<file path="config.mk">
export PLATFORM = sky130hd
export DESIGN_NAME = serial_adder_subtractor
export DESIGN_NICKNAME = d
export VERILOG_FILES = /design/src/rtl/serial_addsub_pkg.sv /design/src/rtl/full_adder_cell.sv /design/src/rtl/serial_adder_subtractor.sv
export SDC_FILE = /design/constraint.sdc
export NUM_CORES = 1
export LEC_CHECK = 0
export CORE_AREA = 2 2 62 64
export DETAILED_ROUTE_END_ITERATION = 8
export DIE_AREA = 0 0 64 66
export DONT_BUFFER_PORTS = 1
export PLACE_DENSITY = 0.65
export SLEW_MARGIN = 20
export SYNTH_ARGS = -nofsm -noshare
export SYNTH_HDL_FRONTEND = slang
export SYNTH_SLANG_ARGS = --single-unit
</file>
<file path="constraint.sdc">
create_clock -name clk -period 2.7 [get_ports clk]
set_input_delay 0.135 -clock clk [delete_from_list [all_inputs] [get_ports clk]]
set_output_delay 0.135 -clock clk [all_outputs]
set_load 0.02 [all_outputs]
</file>
<file path="src/rtl/serial_addsub_pkg.sv">
// Shared types and helpers for the bit-serial adder/subtractor.
package serial_addsub_pkg;

    typedef enum logic [1:0] {
        IDLE = 2'd0,
        RUN  = 2'd1,
        DONE = 2'd2
    } state_t;

    localparam logic OP_ADD = 1'b0;
    localparam logic OP_SUB = 1'b1;

    // Bits needed to count 0..value-1; never less than one bit.
    function automatic int clog2(input int value);
        int w;
        w = 0;
        for (int i = 0; i < 31; i++) begin
            if ((1 << i) < value) begin
                w = i + 1;
            end
        end
        return (w < 1) ? 1 : w;
    endfunction

endpackage

</file>
<file path="src/rtl/full_adder_cell.sv">
// Single combinational full-adder cell shared by every bit step.
module full_adder_cell (
    input  logic a,
    input  logic b,
    input  logic cin,
    output logic s,
    output logic cout
);

    assign s    = a ^ b ^ cin;
    assign cout = (a & b) | (a & cin) | (b & cin);

endmodule

</file>
<file path="src/rtl/serial_adder_subtractor.sv">
// Bit-serial signed adder/subtractor, one bit per clock, LSB first.
// Optional carry/no-borrow output enabled by SERIAL_ADDSUB_CARRY_OUT_EN.
//
// state | meaning
// IDLE  | waiting for operands, in_ready high
// RUN   | one full-adder step per cycle, WIDTH cycles
// DONE  | result held with out_valid until out_ready
module serial_adder_subtractor
    import serial_addsub_pkg::*;
#(
    parameter int WIDTH = 8
) (
    input  logic             clk,
    input  logic             rst,
    input  logic             in_valid,
    output logic             in_ready,
    input  logic [WIDTH-1:0] a,
    input  logic [WIDTH-1:0] b,
    input  logic             opcode,
    output logic             out_valid,
    input  logic             out_ready,
    output logic [WIDTH-1:0] sum,
    output logic             overflow
`ifdef SERIAL_ADDSUB_CARRY_OUT_EN
    ,
    output logic             carry_out
`endif
);

    localparam int              CW       = clog2(WIDTH);
    localparam logic [CW-1:0]   CNT_LAST = CW'(WIDTH - 1);

    state_t           state;
    state_t           state_n;
    logic [WIDTH-1:0] a_sr;
    logic [WIDTH-1:0] b_sr;
    logic [CW-1:0]    bit_cnt;
    logic             carry;
    logic             fa_s;
    logic             fa_cout;
    logic             accept;
    logic             last_bit;

    // Gated with rst so in_ready is low during the reset cycle itself.
    assign in_ready = (state == IDLE) && !rst;
    assign accept   = in_valid && in_ready;
    assign last_bit = (bit_cnt == CNT_LAST);

    full_adder_cell u_fa (
        .a    (a_sr[0]),
        .b    (b_sr[0]),
        .cin  (carry),
        .s    (fa_s),
        .cout (fa_cout)
    );

    always_ff @(posedge clk) begin
        if (rst) begin
            state <= IDLE;
        end else begin
            state <= state_n;
        end
    end

    always_comb begin
        state_n = state;
        case (state)
            IDLE: if (accept)    state_n = RUN;
            RUN:  if (last_bit)  state_n = DONE;
            DONE: if (out_ready) state_n = IDLE;
            default:             state_n = IDLE;
        endcase
    end

    always_ff @(posedge clk) begin
        if (rst) begin
            a_sr      <= '0;
            b_sr      <= '0;
            bit_cnt   <= '0;
            carry     <= 1'b0;
            sum       <= '0;
            overflow  <= 1'b0;
            out_valid <= 1'b0;
`ifdef SERIAL_ADDSUB_CARRY_OUT_EN
            carry_out <= 1'b0;
`endif
        end else begin
            out_valid <= (state_n == DONE);
            case (state)
                IDLE: begin
                    if (accept) begin
                        // Subtract as a + ~b + 1: invert B and seed the carry.
                        a_sr    <= a;
                        b_sr    <= b ^ {WIDTH{opcode}};
                        carry   <= (opcode == OP_SUB);
                        bit_cnt <= '0;
                    end
                end
                RUN: begin
                    a_sr    <= a_sr >> 1;
                    b_sr    <= b_sr >> 1;
                    sum     <= {fa_s, sum[WIDTH-1:1]};
                    carry   <= fa_cout;
                    bit_cnt <= bit_cnt + CW'(1);
                    if (last_bit) begin
                        // On the MSB step the carry register is the carry into the MSB.
                        overflow  <= carry ^ fa_cout;
`ifdef SERIAL_ADDSUB_CARRY_OUT_EN
                        carry_out <= fa_cout;
`endif
                    end
                end
                default: ;
            endcase
        end
    end

endmodule

</file>
==> flow_summary_export.csv, run 1 <==
group,metric,value,unit
yosys,synthTopCellsByArea,"dfxtp_1, nand2_1, nor2_1",
global_routing,grt_pass1_vias,1128,
job,drv_cap,0,
sta,setup_violations,0,
sta,hold_slack,0.03659,ns
yosys,synth-edff-count,0,
clock_tree,cts_sinks,32,
clock_tree,cts_setup_buffers,0,
sta,rsz0062_at_grt,"no",
setup_path,required,2.97,ns
cells_and_area,fillers,361,
power_and_ir_drop,irDropWorstVdd,0.2773,mV
yosys,synth_async_sr_flop_share,0,
sta,fmax,0.4579,GHz
clock_tree,cts_buffer_depth,2,
setup_path,end_kind,"register",
yosys,ys_warn_count,0,
global_routing,grt_max_degree,33,
setup_path,startpoint,"state[1]",
floorplanning,num_rows,22,
setup_path,crit_slowest_cell,"dfxtp_1",
yosys,ys_ff_latch,32,
yosys,synth_cell_type_count,26,
setup_path,path_delay_family,"simple AND/OR/NAND/NOR gates",
clock_tree,cts.clk_slew.worst_paths,0.09,ns
floorplanning,core_area,0.003551,sq mm
setup_path,rr_startpoint,"state[1]",
setup_path,critPathKind,"reg2reg",
sta,drv_slew,0,
clock_tree,clk_latency,0.32,ns
floorplanning,start_util,0.3883,
floorplanning,dieArea,0.004224,sq mm
cells_and_area,diodes,0,
sta,worstMarginPinSlew,0.7228,ns
setup_path,crit_arrival,2.45,ns
setup_path,crit_path_start_kind,"register",
global_routing,grt_use_total,0.1545,
sta,fin_crit,2.184,ns
placement,pre_cts_ws,1.020,ns
cells_and_area,drive_gt1_frac,0.07362,
cells_and_area,ff_latch_area,640.6,sq um
placement,dp_hpwl,1985,um
clock_tree,htree_levels,2,
floorplanning,chipWidth,64,um
yosys,ys_seq_area_frac,0.4646,
sta,worst_slack,0.5162,ns
clock_tree,cts_buffers,5,
drt,routedWlPerCell,14.01,um
setup_path,critPathBufInv,1,
setup_path,critPathMaxFanout,17,
drt,wl,2956,um
drt,postRouteAntennaNets,0,
sta,tns,0,ns
sta,slew-limit-headroom,0.5144,
floorplanning,io_pins,32,
placement,port_buffers,0,
sta,fin_skew,0.004277,ns
hold_path,hp-start,"in_valid",
global_routing,grt_overflow,0,
yosys,netlist_instances,155,
yosys,synth_top_area_share,0.4646,
setup_path,critical_path.max_stage_delay,0.60,ns
yosys,synthTopCellsByCount,"dfxtp_1, nand2_1, nor2_1, a21oi_1, a311oi_1",
sta,post-route-period-util,0.8088,
floorplanning,die_height,66,um
hold_path,worstHoldPathType,"in2reg",
global_routing,grt_antenna_before_repair,0,
clock_tree,cts-root-buf,"clkbuf_4",
drt,vias_per_cell,5.341,
cells_and_area,fin_util,0.4331,
setup_path,reg2reg_slack,0.52,ns
sta,hold_viol,0,
cells_and_area,num-nets-final,186,
drt,vias,1127,
yosys,synthFlopType,"dfxtp_1",
yosys,netlist_area,0.001379,sq mm
power_and_ir_drop,powerDensity,595.3,mW/mm^2
yosys,syn_area_per_cell,8.896,sq um
drt,drc,0,
placement,gp_congestion,0.7190,
yosys,mappedNetlistNets,179,
clock_tree,cts_tree,"yes",
drt,dr.pass1.iters,4,
setup_path,path_cells,"nand2b_1, nand2_1, a311oi_1, dlygate4sd3_1",
global_routing,grt_pass1_wl,5057,um
cells_and_area,area_delta_synth_final,11.52,%
cells_and_area,multi_input_area,669.4,sq um
drt,drt_iter0_markers,78,
power_and_ir_drop,leakagePower,0.5706,nW
yosys,yosys.area.top_type,"dfxtp_1",
outcome,status,"complete, no violations",
-- sequential cells by signal, summed over array words and instances (netlist names) --
signal / count
overflow: 1
state: 2
bit_cnt: 3
sum: 8
a_sr: 8
out_valid: 1
carry: 1
b_sr: 8
-- cells in the final DEF (no fill, tap or decap), drive strengths merged, types with 2 or more instances in the layout --
| cell | synthesis | layout |
|---|---|---|
| ha | 2 | 2 |
| clkbuf | 4 | 8 |
| dfxtp | 32 | 32 |
| a21oi | 13 | 13 |
| a222oi | 7 | 7 |
| nor3 | 3 | 3 |
| nand2 | 32 | 32 |
| xor2 | 8 | 8 |
| nand2b | 2 | 2 |
| a32oi | 2 | 2 |
| nor2 | 26 | 26 |
| dlygate4sd3 | 0 | 10 |
| a22oi | 2 | 2 |
| a311oi | 9 | 9 |
-- final timing paths --
path                                 end  cells past startpoint
worst max-delay path             a_sr[4]                      4
worst min-delay path            state[0]                      2
worst max register to register   a_sr[4]                      4
worst min register to register   a_sr[0]                      2
-- logic make-up after synthesis --
kind of cell,after synthesis,share of synthesized area
adders and majority gates,3,0.03267
AOI/OAI and AO/OA,35,0.1978
buffers and inverters,12,0.04990
and+or+nand+nor,64,0.1978
DFF,32,0.4646
xor gates and xnor gates,9,0.05717
-- power breakdown --
group | internal, W | switching (W)
Clock | 0.000128 | 0.000150
Sequential | 0.000496 | 0.0000203
Combinational | 0.0000507 | 0.0000699
Total | 0.000676 | 0.000240
-- per-layer routing --
| layer | up-vias | routed length, um | GRT usage |
|---|---|---|---|
| li1 | 559 | - | - |
| met1 | 522 | 1265 | 0.1779 |
| met2 | 39 | 1425 | 0.2591 |
| met3 | 7 | 223 | 0.05963 |
| met4 | 0 | 42 | 0.05707 |
| met5 | - | 0 | 0 |
-- stage by stage --
stage	total power (W)	area, sq um	instances
after floorplan	0.0006227	1379	155
after global placement	0.0006201	1374	192
after detailed placement	0.0006272	1374	192
after CTS	0.0009281	1543	211
after global routing	0.0009706	1538	211
final	0.0009154	1538	211
-- final cells by class --
type / instances / area share
Clock buffer: 8 / 0.03824
Inverter: 1 / 0.002441
Multi-Input combinational cell: 111 / 0.4353
Sequential cell: 32 / 0.4166
Tap cell: 48 / 0.03906
Timing Repair Buffer: 11 / 0.06835
-- what timing repair did --
action / 4_1_cts / 5_1_grt
endpoints found under the hold margin: 32 / 0
gates resized for setup: 0 / 0
hold buffers: 11 / 0
No activity file was read; power rests on OpenSTA's default activity.
==> inputs of run 2 (changes only) <==
- clock period: 2.7 -> 2.3 ns (I/O delays scaled with it)
==> run 2 against run 1 <==
Compared with the run above: sequential power up 17%; non-clock buffer count unchanged; worst hold slack better by 0.025 ns; clock power up 20%; cell count unchanged; count of clock-buffer cells in the layout down 2.
==> flow_summary_export.csv, run 2 (synthesis results as in run 1) <==
group,metric,value,unit
sta,tns,0,ns
floorplanning,core_area,0.003551,sq mm
cells_and_area,reg.largest.list,"a_sr x8, b_sr x8, sum x8",
power_and_ir_drop,powerDensity,700.3,mW/mm^2
placement,port_buffers,0,
sta,setup_violations,0,
power_and_ir_drop,irDropWorstVdd,0.3446,mV
cells_and_area,diodes,0,
cells_and_area,final_cells,211,
floorplanning,die_height,66,um
clock_tree,cts.clk_slew.worst_paths,0.10,ns
cells_and_area,area_delta_synth_final,11.71,%
sta,rsz0062_at_grt,"no",
sta,fmax,0.5954,GHz
global_routing,grt_overflow,0,
hold_path,worstHoldPathType,"in2reg",
clock_tree,cts-root-buf,"clkbuf_4",
sta,fin_skew,0.009605,ns
placement,gp_congestion,0.7193,
clock_tree,clk_latency,0.33,ns
power_and_ir_drop,leakagePower,0.5744,nW
cells_and_area,drive_gt1_frac,0.08589,
clock_tree,htree_levels,2,
global_routing,grt_antenna_before_repair,0,
clock_tree,cts_sinks,32,
setup_path,critPathKind,"reg2reg",
setup_path,critical_path.max_stage_delay,0.59,ns
drt,vias,1135,
floorplanning,dieArea,0.004224,sq mm
floorplanning,start_util,0.3883,
clock_tree,cts_buffers,5,
drt,routedWlPerCell,13.86,um
drt,drt_iter0_markers,73,
floorplanning,io_pins,32,
sta,drv_slew,0,
floorplanning,num_rows,22,
setup_path,crit_path_start_kind,"register",
outcome,status,"complete, no violations",
placement,placedCellCount,192,
sta,hold_viol,0,
drt,dr.pass1.iters,4,
sta,post-route-period-util,0.7302,
drt,postRouteAntennaNets,0,
cells_and_area,num-nets-final,186,
cells_and_area,fin_util,0.4338,
sta,fin_crit,1.679,ns
setup_path,required,2.54,ns
setup_path,critPathMaxFanout,17,
global_routing,grt_use_total,0.1498,
setup_path,crit_arrival,1.92,ns
floorplanning,chipWidth,64,um
setup_path,end_kind,"register",
job,drv_cap,0,
drt,wl,2925,um
global_routing,grt_max_degree,33,
global_routing,grt_pass1_vias,1083,
clock_tree,cts_tree,"yes",
drt,vias_per_cell,5.379,
setup_path,crit_slowest_cell,"dfxtp_1",
cells_and_area,final_cell_mix,"nand2_1, dfxtp_1, nor2_1, a21oi_1, dlygate4sd3_1",
global_routing,grt_pass1_wl,4857,um
sta,worstMarginPinSlew,0.7123,ns
clock_tree,cts_buffer_depth,2,
setup_path,path_cells,"nand2b_1, nand2_1, a311oi_1",
sta,hold_slack,0.06118,ns
clock_tree,ctsResizeCount,0,
drt,drc,0,
sta,slew-limit-headroom,0.5215,
placement,dp_hpwl,1971,um
run 2: cell types whose count changed in the layout (fill, tap and decap cells not counted):
cell      delta
clkbuf_1     -2
clkinv_2     +2
run 2: path summary, 6_finish.rpt:
check,startpoint,to,slack (ns),cells after the start
hold reg to reg,a_sr[4],a_sr[3],0.48,2
setup reg to reg,state[1],a_sr[1],0.62,3
hold / removal,out_ready,out_valid,0.06,3
setup / recovery,state[1],a_sr[1],0.62,3
run 2: worst max-delay path: cells and delay by family (launching register included):
family             cells  cell delay (ns)
and+or+nand+nor        2             0.68
AOI/OAI and AO/OA      1             0.30
DFF                    1             0.59
run 2: what timing repair did:
| action | in CTS | in global routing |
|---|---|---|
| hold buffers | 11 | 0 |
| buffers inserted | 0 | 0 |
| endpoints found under the hold margin | 32 | 0 |
run 2: cell type report:
type | count | area [sq um]
clock buffers | 6 | 51.30
clock inverters | 2 | 10.01
fillers | 359 | 2011
inverters | 1 | 3.754
multi-input cells | 111 | 669.4
flip-flops and latches | 32 | 640.6
well taps | 48 | 60.06
repair buffers | 11 | 105.1
run 2: power breakdown:
part           leakage (nW)  internal (W)  switching (W)  total [W]
clock                0.0380      0.000145       0.000188   0.000333
sequential            0.261      0.000583      0.0000231   0.000606
combinational         0.275     0.0000586      0.0000809   0.000139
run 2: stage by stage:
stage / cell area, sq um / power [W] / setup slack (ns)
2_1_floorplan: 1379 / 0.0007310 / 1.030
3_3_place_gp: 1374 / 0.0007280 / 0.7673
3_5_place_dp: 1374 / 0.0007353 / 0.6164
4_1_cts: 1545 / 0.001094 / 0.5725
5_1_grt: 1540 / 0.001132 / 0.4380
6_report: 1540 / 0.001079 / 0.6206
run 2: layer usage:
metal	vias up	routed length [um]	GRT usage
li1	559	-	-
met1	539	1182	0.1667
met2	33	1503	0.2656
met3	4	211	0.04770
met4	0	28	0.05707
met5	-	0	0
==> inputs of run 3 (changes only) <==
- clock period: 2.3 -> 1.6 ns (I/O delays scaled with it)
==> run 3 against run 2 <==
Compared with the run above: critical endpoint is now a_sr[0]; flip-flop and latch count did not move; count of clock-buffer cells in the layout is 1 higher; cell count grew 2.8%; sequential share of layout area fell by 2.0 points; cell area up 5.1%; total power is 64% higher; fmax grew 20%; critical path type unchanged.
==> flow_summary_export.csv, run 3 (synthesis results as in run 1) <==
group,metric,value,unit
cells_and_area,stdcell_area,0.001619,sq mm
setup_path,required,1.85,ns
sta,tns,0,ns
sta,setup_violations,0,
power_and_ir_drop,powerDensity,1094,mW/mm^2
placement,dp_hpwl,2003,um
sta,fmax,0.7174,GHz
sta,rsz0062_at_grt,"no",
clock_tree,ctsResizeCount,0,
sta,fin_crit,1.394,ns
clock_tree,cts-root-buf,"clkbuf_4",
sta,post-route-period-util,0.8712,
setup_path,rr_startpoint,"state[0]",
drt,postRouteAntennaNets,0,
clock_tree,cts_buffers,5,
drt,wl,2907,um
clock_tree,cts_setup_buffers,0,
floorplanning,die_height,66,um
power_and_ir_drop,irDropWorstVdd,0.4594,mV
cells_and_area,fillers,362,
setup_path,reg2reg_slack,0.21,ns
setup_path,reg2reg_depth,4,
clock_tree,cts_hold_buf,11,
clock_tree,cts_sinks,32,
floorplanning,num_rows,22,
hold_path,hp-start,"out_ready",
cells_and_area,area_delta_synth_final,17.42,%
drt,vias_per_cell,5.323,
drt,routedWlPerCell,13.40,um
clock_tree,cts_tree,"yes",
setup_path,rr_endpoint,"a_sr[0]",
clock_tree,cts_buffer_depth,2,
global_routing,grt_antenna_before_repair,0,
cells_and_area,diodes,0,
global_routing,grt_max_degree,33,
setup_path,critPathMaxFanout,16,
drt,vias,1155,
cells_and_area,drive_gt1_frac,0.1183,
setup_path,end_kind,"register",
placement,gp_congestion,0.8013,
drt,drc,0,
sta,fin_skew,0.007891,ns
drt,drt_iter0_markers,90,
clock_tree,clk_latency,0.33,ns
drt,dr.pass1.iters,5,
setup_path,crit_arrival,1.64,ns
setup_path,critPathKind,"reg2reg",
global_routing,grt_use_total,0.1505,
sta,worstMarginPinSlew,0.5635,ns
setup_path,crit_path_start_kind,"register",
sta,worst_slack,0.2061,ns
hold_path,worstHoldPathType,"in2reg",
placement,pre_cts_ws,0.2295,ns
hold_path,hold_depth,3,
sta,slew-limit-headroom,0.6243,
global_routing,grt_pass1_vias,1099,
sta,drv_slew,0,
floorplanning,dieArea,0.004224,sq mm
global_routing,grt_overflow,0,
cells_and_area,reg.largest.list,"a_sr x8, b_sr x8, sum x8",
job,drv_cap,0,
power_and_ir_drop,leakagePower,0.6176,nW
clock_tree,htree_levels,2,
clock_tree,cts.clk_slew.worst_paths,0.10,ns
placement,placed_area,0.001419,sq mm
sta,hold_viol,0,
floorplanning,start_util,0.3883,
cells_and_area,final_cell_mix,"nand2_1, dfxtp_1, nor2_1, a21oi_1, dlygate4sd3_1",
floorplanning,core_area,0.003551,sq mm
cells_and_area,num-nets-final,192,
global_routing,grt_pass1_wl,4781,um
hold_path,min_to,"state[1]",
outcome,status,"complete, no violations",
floorplanning,chipWidth,64,um
floorplanning,io_pins,32,
placement,port_buffers,0,
## run 3: changes by cell type in the layout (fill, tap and decap cells not counted)
cell	previous run	this run
buf_4	0	6
bufinv_16	0	1
clkinv_2	2	0
clkbuf_8	1	2
## run 3: metrics by stage
step	hold slack [ns]	total power [W]	util	cells
floorplan	0.2425	0.001051	-	155
global placement	0.1547	0.001062	0.3996	198
detailed placement	0.1564	0.001071	0.3996	198
CTS	0.01802	0.001797	0.4574	217
global route	0.06645	0.001853	0.4560	217
finish	0.03596	0.001771	0.4560	217
## run 3: report_power, final
part	switching (W)	internal, W
logic	0.000117	0.0000968
clock network	0.000272	0.000415
registers	0.0000331	0.000838
## run 3: metal layers
layer  vias to the layer above  GRT usage  share of wire
li1                        568          -              -
met1                       538     0.1475           0.38
met2                        43     0.2708           0.53
met3                         6    0.06814          0.080
met4                         0    0.06793          0.018
met5                         -          0              0
## run 3: worst max path at each step
stage          startpoint      end  depth (start not counted)
3_3_place_gp     state[0]  a_sr[1]                          4
4_1_cts          state[0]  a_sr[0]                          4
5_1_grt          state[0]  a_sr[4]                          4
3_5_place_dp     state[0]  a_sr[0]                          4
2_1_floorplan    state[1]    carry                          6
6_report         state[0]  a_sr[0]                          4
## run 3: layout make-up
cell class	count	area, sq um	share of cell area
inverters	1	3.754	0.002318
flip-flops and latches	32	640.6	0.3957
clock inverters	1	30.03	0.01855
multi-input cells	111	669.4	0.4134
well taps	48	60.06	0.03709
clock buffers	7	65.06	0.04019
repair buffers	17	150.1	0.09274
## run 3: critical path, cell delays in order, from the launching register on
cell and delay, ns:
dfxtp_1 0.49, inv_2 0.13, a21oi_4 0.36, nor2_1 0.08, a311oi_1 0.24
